<file path="config.mk">
export PLATFORM = sky130hd
export DESIGN_NAME = cmd_snd_flat
export DESIGN_NICKNAME = d
export VERILOG_FILES = /design/src/rtl/quad_cmd_pkg.sv /design/src/rtl/cmd_snd_if.sv /design/src/rtl/cmd_snd_tmr.sv /design/src/rtl/cmd_snd.sv /design/src/flat_wrapper.sv
export SDC_FILE = /design/constraint.sdc
export NUM_CORES = 1
export LEC_CHECK = 0
export BUFFER_PORTS_ARGS = -buffer_cell sky130_fd_sc_hd__buf_2
export CORE_UTILIZATION = 51
export CTS_CLUSTER_DIAMETER = 150
export CTS_CLUSTER_SIZE = 24
export DETAILED_ROUTE_END_ITERATION = 16
export GPL_ROUTABILITY_DRIVEN = 0
export GPL_TIMING_DRIVEN = 0
export PLACE_DENSITY = 0.77
export SLEW_MARGIN = 5
export SYNTH_ARGS = -nofsm -noshare
export SYNTH_HDL_FRONTEND = slang
export SYNTH_HIERARCHICAL = 1
export SYNTH_SLANG_ARGS = --single-unit
</file>
<file path="constraint.sdc">
create_clock -name clk -period 2.1 [get_ports clk]
set_input_delay 0.105 -clock clk [delete_from_list [all_inputs] [get_ports clk]]
set_output_delay 0.105 -clock clk [all_outputs]
set_load 0.05 [all_outputs]
</file>
<file path="src/rtl/quad_cmd_pkg.sv">
// Shared definitions for the quadcopter command link: opcodes, the positive
// acknowledge byte and the cmd_snd state encoding.
package quad_cmd_pkg;

    localparam logic [7:0] REQ_BATT  = 8'h01;
    localparam logic [7:0] SET_PTCH  = 8'h02;
    localparam logic [7:0] SET_ROLL  = 8'h03;
    localparam logic [7:0] SET_YAW   = 8'h04;
    localparam logic [7:0] SET_THRST = 8'h05;
    localparam logic [7:0] CALIBRATE = 8'h06;
    localparam logic [7:0] EMER_LAND = 8'h07;
    localparam logic [7:0] MTRS_OFF  = 8'h08;

    localparam logic [7:0] POS_ACK   = 8'hA5;

    // Retries after the first attempt when CMD_SND_RETRY_EN is defined
    localparam logic [1:0] MAX_RETRY = 2'd2;

    typedef enum logic [2:0] {
        IDLE,
        TX_CMD,
        TX_HI,
        TX_LO,
        WAIT_RESP
    } cmd_snd_state_t;

endpackage

</file>
<file path="src/rtl/cmd_snd_if.sv">
// UART-side link of cmd_snd: TX byte handshake plus RX byte hand-off.
interface cmd_snd_if;

    logic [7:0] tx_data;
    logic       trmt;
    logic       tx_done;
    logic       rx_rdy;
    logic [7:0] rx_data;
    logic       clr_rx_rdy;

    modport master (
        output tx_data, trmt, clr_rx_rdy,
        input  tx_done, rx_rdy, rx_data
    );

    modport slave (
        input  tx_data, trmt, clr_rx_rdy,
        output tx_done, rx_rdy, rx_data
    );

endinterface

</file>
<file path="src/rtl/cmd_snd_tmr.sv">
// Clearable saturating response-timeout counter; sat is high at all ones.
module cmd_snd_tmr #(
    parameter int unsigned TMO_WIDTH = 20
) (
    input  logic clk,
    input  logic rst,
    input  logic clr,
    input  logic en,
    output logic sat
);

    logic [TMO_WIDTH-1:0] cnt;

    always_ff @(posedge clk or posedge rst) begin
        if (rst)
            cnt <= '0;
        else if (clr)
            cnt <= '0;
        else if (en && !sat)
            cnt <= cnt + TMO_WIDTH'(1);
    end

    assign sat = &cnt;

endmodule

</file>
<file path="src/rtl/cmd_snd.sv">
// Remote-side command sender: opcode/data-high/data-low out over UART, then one
// response byte back with timeout. Optional macro: CMD_SND_RETRY_EN.
module cmd_snd
    import quad_cmd_pkg::*;
#(
    parameter int unsigned TMO_WIDTH = 20
) (
    input  logic             clk,
    input  logic             rst,
    input  logic             snd_cmd,
    input  logic [7:0]       cmd,
    input  logic [15:0]      data,
    cmd_snd_if.master        uart,
    output logic             cmd_busy,
    output logic [7:0]       resp,
    output logic             resp_rdy,
    output logic             resp_ack,
    output logic             timeout_err
);

    cmd_snd_state_t state_q, state_nxt;
    logic [7:0]  tx_data_q, tx_data_nxt;
    logic        trmt_q, trmt_nxt;
    logic        clr_q, clr_nxt;
    logic        busy_nxt, rdy_nxt, ack_nxt, err_nxt;
    logic [7:0]  resp_nxt;
    logic [15:0] data_l_q, data_l_nxt;
    logic        rx_new;
    logic        tmr_clr, tmr_en, tmr_sat;
`ifdef CMD_SND_RETRY_EN
    logic [7:0]  cmd_l_q, cmd_l_nxt;
    logic [1:0]  retry_q, retry_nxt;
`endif

    cmd_snd_tmr #(.TMO_WIDTH(TMO_WIDTH)) u_tmr (
        .clk (clk),
        .rst (rst),
        .clr (tmr_clr),
        .en  (tmr_en),
        .sat (tmr_sat)
    );

    assign tmr_en          = (state_q == WAIT_RESP);
    assign uart.tx_data    = tx_data_q;
    assign uart.trmt       = trmt_q;
    assign uart.clr_rx_rdy = clr_q;

    always_comb begin
        state_nxt   = state_q;
        tx_data_nxt = tx_data_q;
        trmt_nxt    = 1'b0;
        clr_nxt     = 1'b0;
        busy_nxt    = cmd_busy;
        resp_nxt    = resp;
        rdy_nxt     = 1'b0;
        ack_nxt     = resp_ack;
        err_nxt     = timeout_err;
        data_l_nxt  = data_l_q;
        tmr_clr     = 1'b0;
`ifdef CMD_SND_RETRY_EN
        cmd_l_nxt   = cmd_l_q;
        retry_nxt   = retry_q;
`endif
        // rx_rdy is still high the cycle our clear pulse is out; not a new byte
        rx_new = uart.rx_rdy && !clr_q;
        if (rx_new && state_q != WAIT_RESP)
            clr_nxt = 1'b1;

        case (state_q)
            IDLE: if (snd_cmd) begin
                data_l_nxt  = data;
                busy_nxt    = 1'b1;
                err_nxt     = 1'b0;
                ack_nxt     = 1'b0;
                tx_data_nxt = cmd;
                trmt_nxt    = 1'b1;
`ifdef CMD_SND_RETRY_EN
                cmd_l_nxt   = cmd;
                retry_nxt   = '0;
`endif
                state_nxt   = TX_CMD;
            end
            TX_CMD: if (uart.tx_done) begin
                tx_data_nxt = data_l_q[15:8];
                trmt_nxt    = 1'b1;
                state_nxt   = TX_HI;
            end
            TX_HI: if (uart.tx_done) begin
                tx_data_nxt = data_l_q[7:0];
                trmt_nxt    = 1'b1;
                state_nxt   = TX_LO;
            end
            TX_LO: if (uart.tx_done) begin
                tmr_clr   = 1'b1;
                state_nxt = WAIT_RESP;
            end
            WAIT_RESP: begin
                if (rx_new) begin
                    resp_nxt  = uart.rx_data;
                    rdy_nxt   = 1'b1;
                    clr_nxt   = 1'b1;
                    ack_nxt   = (uart.rx_data == POS_ACK);
                    busy_nxt  = 1'b0;
                    state_nxt = IDLE;
                end else if (tmr_sat) begin
`ifdef CMD_SND_RETRY_EN
                    if (retry_q != MAX_RETRY) begin
                        retry_nxt   = retry_q + 2'd1;
                        tx_data_nxt = cmd_l_q;
                        trmt_nxt    = 1'b1;
                        state_nxt   = TX_CMD;
                    end else begin
                        err_nxt   = 1'b1;
                        busy_nxt  = 1'b0;
                        state_nxt = IDLE;
                    end
`else
                    err_nxt   = 1'b1;
                    busy_nxt  = 1'b0;
                    state_nxt = IDLE;
`endif
                end
            end
            default: state_nxt = IDLE;
        endcase
    end

    always_ff @(posedge clk or posedge rst) begin
        if (rst) begin
            state_q     <= IDLE;
            tx_data_q   <= '0;
            trmt_q      <= 1'b0;
            clr_q       <= 1'b0;
            cmd_busy    <= 1'b0;
            resp        <= '0;
            resp_rdy    <= 1'b0;
            resp_ack    <= 1'b0;
            timeout_err <= 1'b0;
            data_l_q    <= '0;
`ifdef CMD_SND_RETRY_EN
            cmd_l_q     <= '0;
            retry_q     <= '0;
`endif
        end else begin
            state_q     <= state_nxt;
            tx_data_q   <= tx_data_nxt;
            trmt_q      <= trmt_nxt;
            clr_q       <= clr_nxt;
            cmd_busy    <= busy_nxt;
            resp        <= resp_nxt;
            resp_rdy    <= rdy_nxt;
            resp_ack    <= ack_nxt;
            timeout_err <= err_nxt;
            data_l_q    <= data_l_nxt;
`ifdef CMD_SND_RETRY_EN
            cmd_l_q     <= cmd_l_nxt;
            retry_q     <= retry_nxt;
`endif
        end
    end

endmodule

</file>
<file path="src/flat_wrapper.sv">
// flat-port wrapper written by rule: the top's interface ports become plain ports
module cmd_snd_flat import quad_cmd_pkg::*;
#(
    parameter int unsigned TMO_WIDTH = 20
)
  (clk, rst, snd_cmd, cmd, data, cmd_busy, resp, resp_rdy, resp_ack, timeout_err, uart_tx_data, uart_trmt, uart_clr_rx_rdy, uart_tx_done, uart_rx_rdy, uart_rx_data);
  cmd_snd_if uart_i ();
  input  logic clk;
  input  logic rst;
  input  logic snd_cmd;
  input  logic [7:0] cmd;
  input  logic [15:0] data;
  output logic cmd_busy;
  output logic [7:0] resp;
  output logic resp_rdy;
  output logic resp_ack;
  output logic timeout_err;
  output wire logic [$bits(uart_i.tx_data)-1:0] uart_tx_data;
  output wire logic [$bits(uart_i.trmt)-1:0] uart_trmt;
  output wire logic [$bits(uart_i.clr_rx_rdy)-1:0] uart_clr_rx_rdy;
  input wire logic [$bits(uart_i.tx_done)-1:0] uart_tx_done;
  input wire logic [$bits(uart_i.rx_rdy)-1:0] uart_rx_rdy;
  input wire logic [$bits(uart_i.rx_data)-1:0] uart_rx_data;
  assign uart_tx_data = uart_i.tx_data;
  assign uart_trmt = uart_i.trmt;
  assign uart_clr_rx_rdy = uart_i.clr_rx_rdy;
  assign uart_i.tx_done = uart_tx_done;
  assign uart_i.rx_rdy = uart_rx_rdy;
  assign uart_i.rx_data = uart_rx_data;
  cmd_snd #(.TMO_WIDTH(TMO_WIDTH)) u_core (.clk(clk), .rst(rst), .snd_cmd(snd_cmd), .cmd(cmd), .data(data), .uart(uart_i), .cmd_busy(cmd_busy), .resp(resp), .resp_rdy(resp_rdy), .resp_ack(resp_ack), .timeout_err(timeout_err));
endmodule
</file>
==> flow_metrics.tcl <==
set metrics [dict create \
    ff2ff_path_depth 7 \
    io_pins 59 \
    initial_utilization_pct 52.7 \
    hold_path.class "input pin to flip-flop" \
    final-setup-viol-count 0 \
    critPathCaptureType "flip-flop" \
    power.leakage_nw 1.89 \
    clk_pin_slew_ps 70 \
    synth_area_um2 3330 \
    core_um2 6310 \
    layout_commonest_cell "buf_2" \
    slowest_delay_ps 440 \
    crit_type "flip-flop to flip-flop" \
    final_max_slew_viol_count 0 \
    vias 2722 \
    grt-ovfl-total 0 \
    avgViaCountPerCell 5.80 \
    fmax_mhz 491 \
    ys_types 52 \
    post-place-ws_ps -474 \
    tns_ps 0 \
    drc 0 \
    layout_common_cells "63 x buf_2, 60 x dfrtp_1, 22 x mux2_2" \
    fp.dieW_um 82.8 \
    hold_viol_final 0 \
    avgSynthCellArea_um2 11.0 \
    grt_use_total_pct 22.9 \
    maxCapViolations 0 \
    dpl.cell_count 438 \
    slowest_stage "dfrtp_1" \
    grt_pass1_vias 2632 \
    drive_gt1_share_pct 38.3 \
    syn-instance-count 303 \
    p_per_area_nw_per_um2 1320 \
    worstPathRequired_ps 2320 \
    antenna_left 0 \
    ys_ff_latch 61 \
    cts_tree "done" \
    dieArea_um2 6860 \
    critPathBufInv 3 \
    synth_nets 341 \
    clockRootBuffer "clkbuf_8" \
    synth-async-reset-ratio_pct 100 \
    antenna_found_initial 0 \
    grt_max_degree 42 \
    grt_pass1_wl_um 12500 \
    fin_crit_ps 2040 \
    synth-main-ff-cell "dfrtp_1" \
    peakVddDrop_uv 1010 \
    tightest_slew_ps 844 \
    area_growth_pct 24.7 \
    relSlewSlack_pct 43.6 \
    crit_cells 7 \
    outcome "finished clean" \
    clock_skew_ps 9.60 \
    die_h_um 82.8 \
    rows 29 \
    yosysSeqAreaShare_pct 45.8 \
    finalNetCount 425 \
    first_iter_violations 198 \
    worstPathCellList "buf_2 > nor3_4 > buf_4 > clkbuf_8 > nand2_1 > a2111oi_4 > mux2_2" \
    cts_buffers 9 \
    detail_route.wirelength_um 7490 \
    path_delay_family "buffers and inverters" \
    start_kind "flip-flop" \
    htreeDepth 3 \
    numPortBuffers 58 \
    min_path_cells 2 \
    fill_cells 490 \
    n_antenna_cell 0 \
    yosys_warnings 6 \
    hpwlAfterDp_um 5000 \
    fin_crit_sh_pct 97.1 \
    path_max_fanout 10 \
    arrival_ps 2260 \
    synth_enable_flop_cells 0 \
    clk_path_buf_depth 2 \
    cts.sink_count 61 \
    first_pass_iters 4 \
    setup_ws_ps 61.8 \
    finalNonFillerCells 469 \
    avgRoutedWirePerCell_um 16.0 \
    clock_latency_ps 340 \
]
## worst paths after layout
| check | start | end | slack (ps) |
|---|---|---|---|
| worst max-delay path | u_core/state_q[0] | u_core/u_tmr/cnt[17] | 60 |
| worst max register to register | u_core/state_q[0] | u_core/u_tmr/cnt[17] | 60 |
| max in group asynchronous | rst | u_core/state_q[2] | 1030 |
| worst min-delay path | data[15] | u_core/data_l_q[15] | 7 |
| min in group asynchronous | rst | u_core/u_tmr/cnt[5] | 470 |
| worst min register to register | u_core/uart.tx_data[7] | u_core/uart.tx_data[7] | 470 |
## report_power, final
group	total, W	internal (W)	switching (W)
combinational	0.00244	0.000970	0.00147
clock	0.00111	0.000644	0.000469
sequential	0.00194	0.00163	0.000309
total	0.00549	0.00324	0.00225
## cells by family (layout without fill, tap and decap cells)
logic type / after synthesis / in the layout / share of synthesized area [%]
fa+ha+maj: 1 / 1 / 0.376
simple gates: 107 / 107 / 19.3
mux: 36 / 36 / 12.6
buf+inv: 32 / 121 / 5.52
compound gates: 66 / 66 / 16.4
flops: 61 / 61 / 45.8
## flip-flops by register name, summed over array words and instances, names as in the netlist
name                    count
u_core/uart.tx_data         8
u_core/uart.clr_rx_rdy      1
u_core/data_l_q            16
u_core/state_q              3
u_core/u_tmr/cnt           20
u_core/resp                 8
u_core/timeout_err          1
u_core/resp_ack             1
u_core/uart.trmt            1
u_core/resp_rdy             1
u_core/cmd_busy             1
## layer usage
metal | vias to the layer above | routed length, um | global-route usage, %
met1 | 1321 | 3290 | 30.1
met4 | 0 | 204 | 14.3
met3 | 20 | 403 | 4.17
met2 | 93 | 3590 | 35.0
li1 | 1288 | - | -
met5 | - | 0 | 0
## area by class of cell
type / count / area, um2 / area share [%]
flip-flops and latches: 61 / 1530 / 36.8
multi-input cells: 210 / 1690 / 40.6
well taps: 77 / 96.3 / 2.32
inverters: 10 / 37.5 / 0.904
clock inverters: 3 / 42.5 / 1.02
repair buffers: 74 / 435 / 10.5
clock buffers: 13 / 169 / 4.07
plain buffers: 21 / 159 / 3.83
## worst register-to-register path, cell delays in order (launching register included)
cell,delay [ps]
dfrtp_1,440
buf_2,230
nor3_4,180
buf_4,160
clkbuf_8,150
nand2_1,90
a2111oi_4,310
mux2_2,370
## cell usage after synthesis, types with 5 or more instances
master	count	share of area, %
nor2b_1	18	3.4
clkbuf_1	6	0.68
a21o_1	10	2.3
a21oi_1	12	1.8
nand2b_1	5	0.94
nand3_1	11	1.7
nor3_1	11	1.7
inv_1	10	1.1
nand2_1	11	1.2
or4_1	5	1.1
mux2_2	22	7.4
o32ai_1	8	2.1
buf_6	6	2.0
o21a_1	9	2.0
dfrtp_1	61	46
nor2_1	18	2.0
buf_2	6	0.90
a2111oi_2	9	4.1
mux2_1	8	2.7
## what timing repair did
item / 4_1_cts / 5_1_grt
pin swaps: 1 / 2
resized for setup: 10 / 9
setup buffers: 2 / 4
endpoints found under the hold margin: 69 / 1
endpoints found under the setup margin: 20 / 17
hold buffers: 9 / 1
## through the flow
step / total power [W] / utilization [%] / hold slack (ps) / cell area (um2)
3_5_place_dp: 0.00432 / 59.0 / 317 / 3720
2_1_floorplan: 0.00379 / - / 68.8 / 3340
3_3_place_gp: 0.00426 / 59.0 / 295 / 3720
6_report: 0.00549 / 65.8 / 6.51 / 4150
5_1_grt: 0.00579 / 65.8 / 4.66 / 4150
4_1_cts: 0.00550 / 64.7 / 0.985 / 4080
Power figures use the tool's default switching activity.
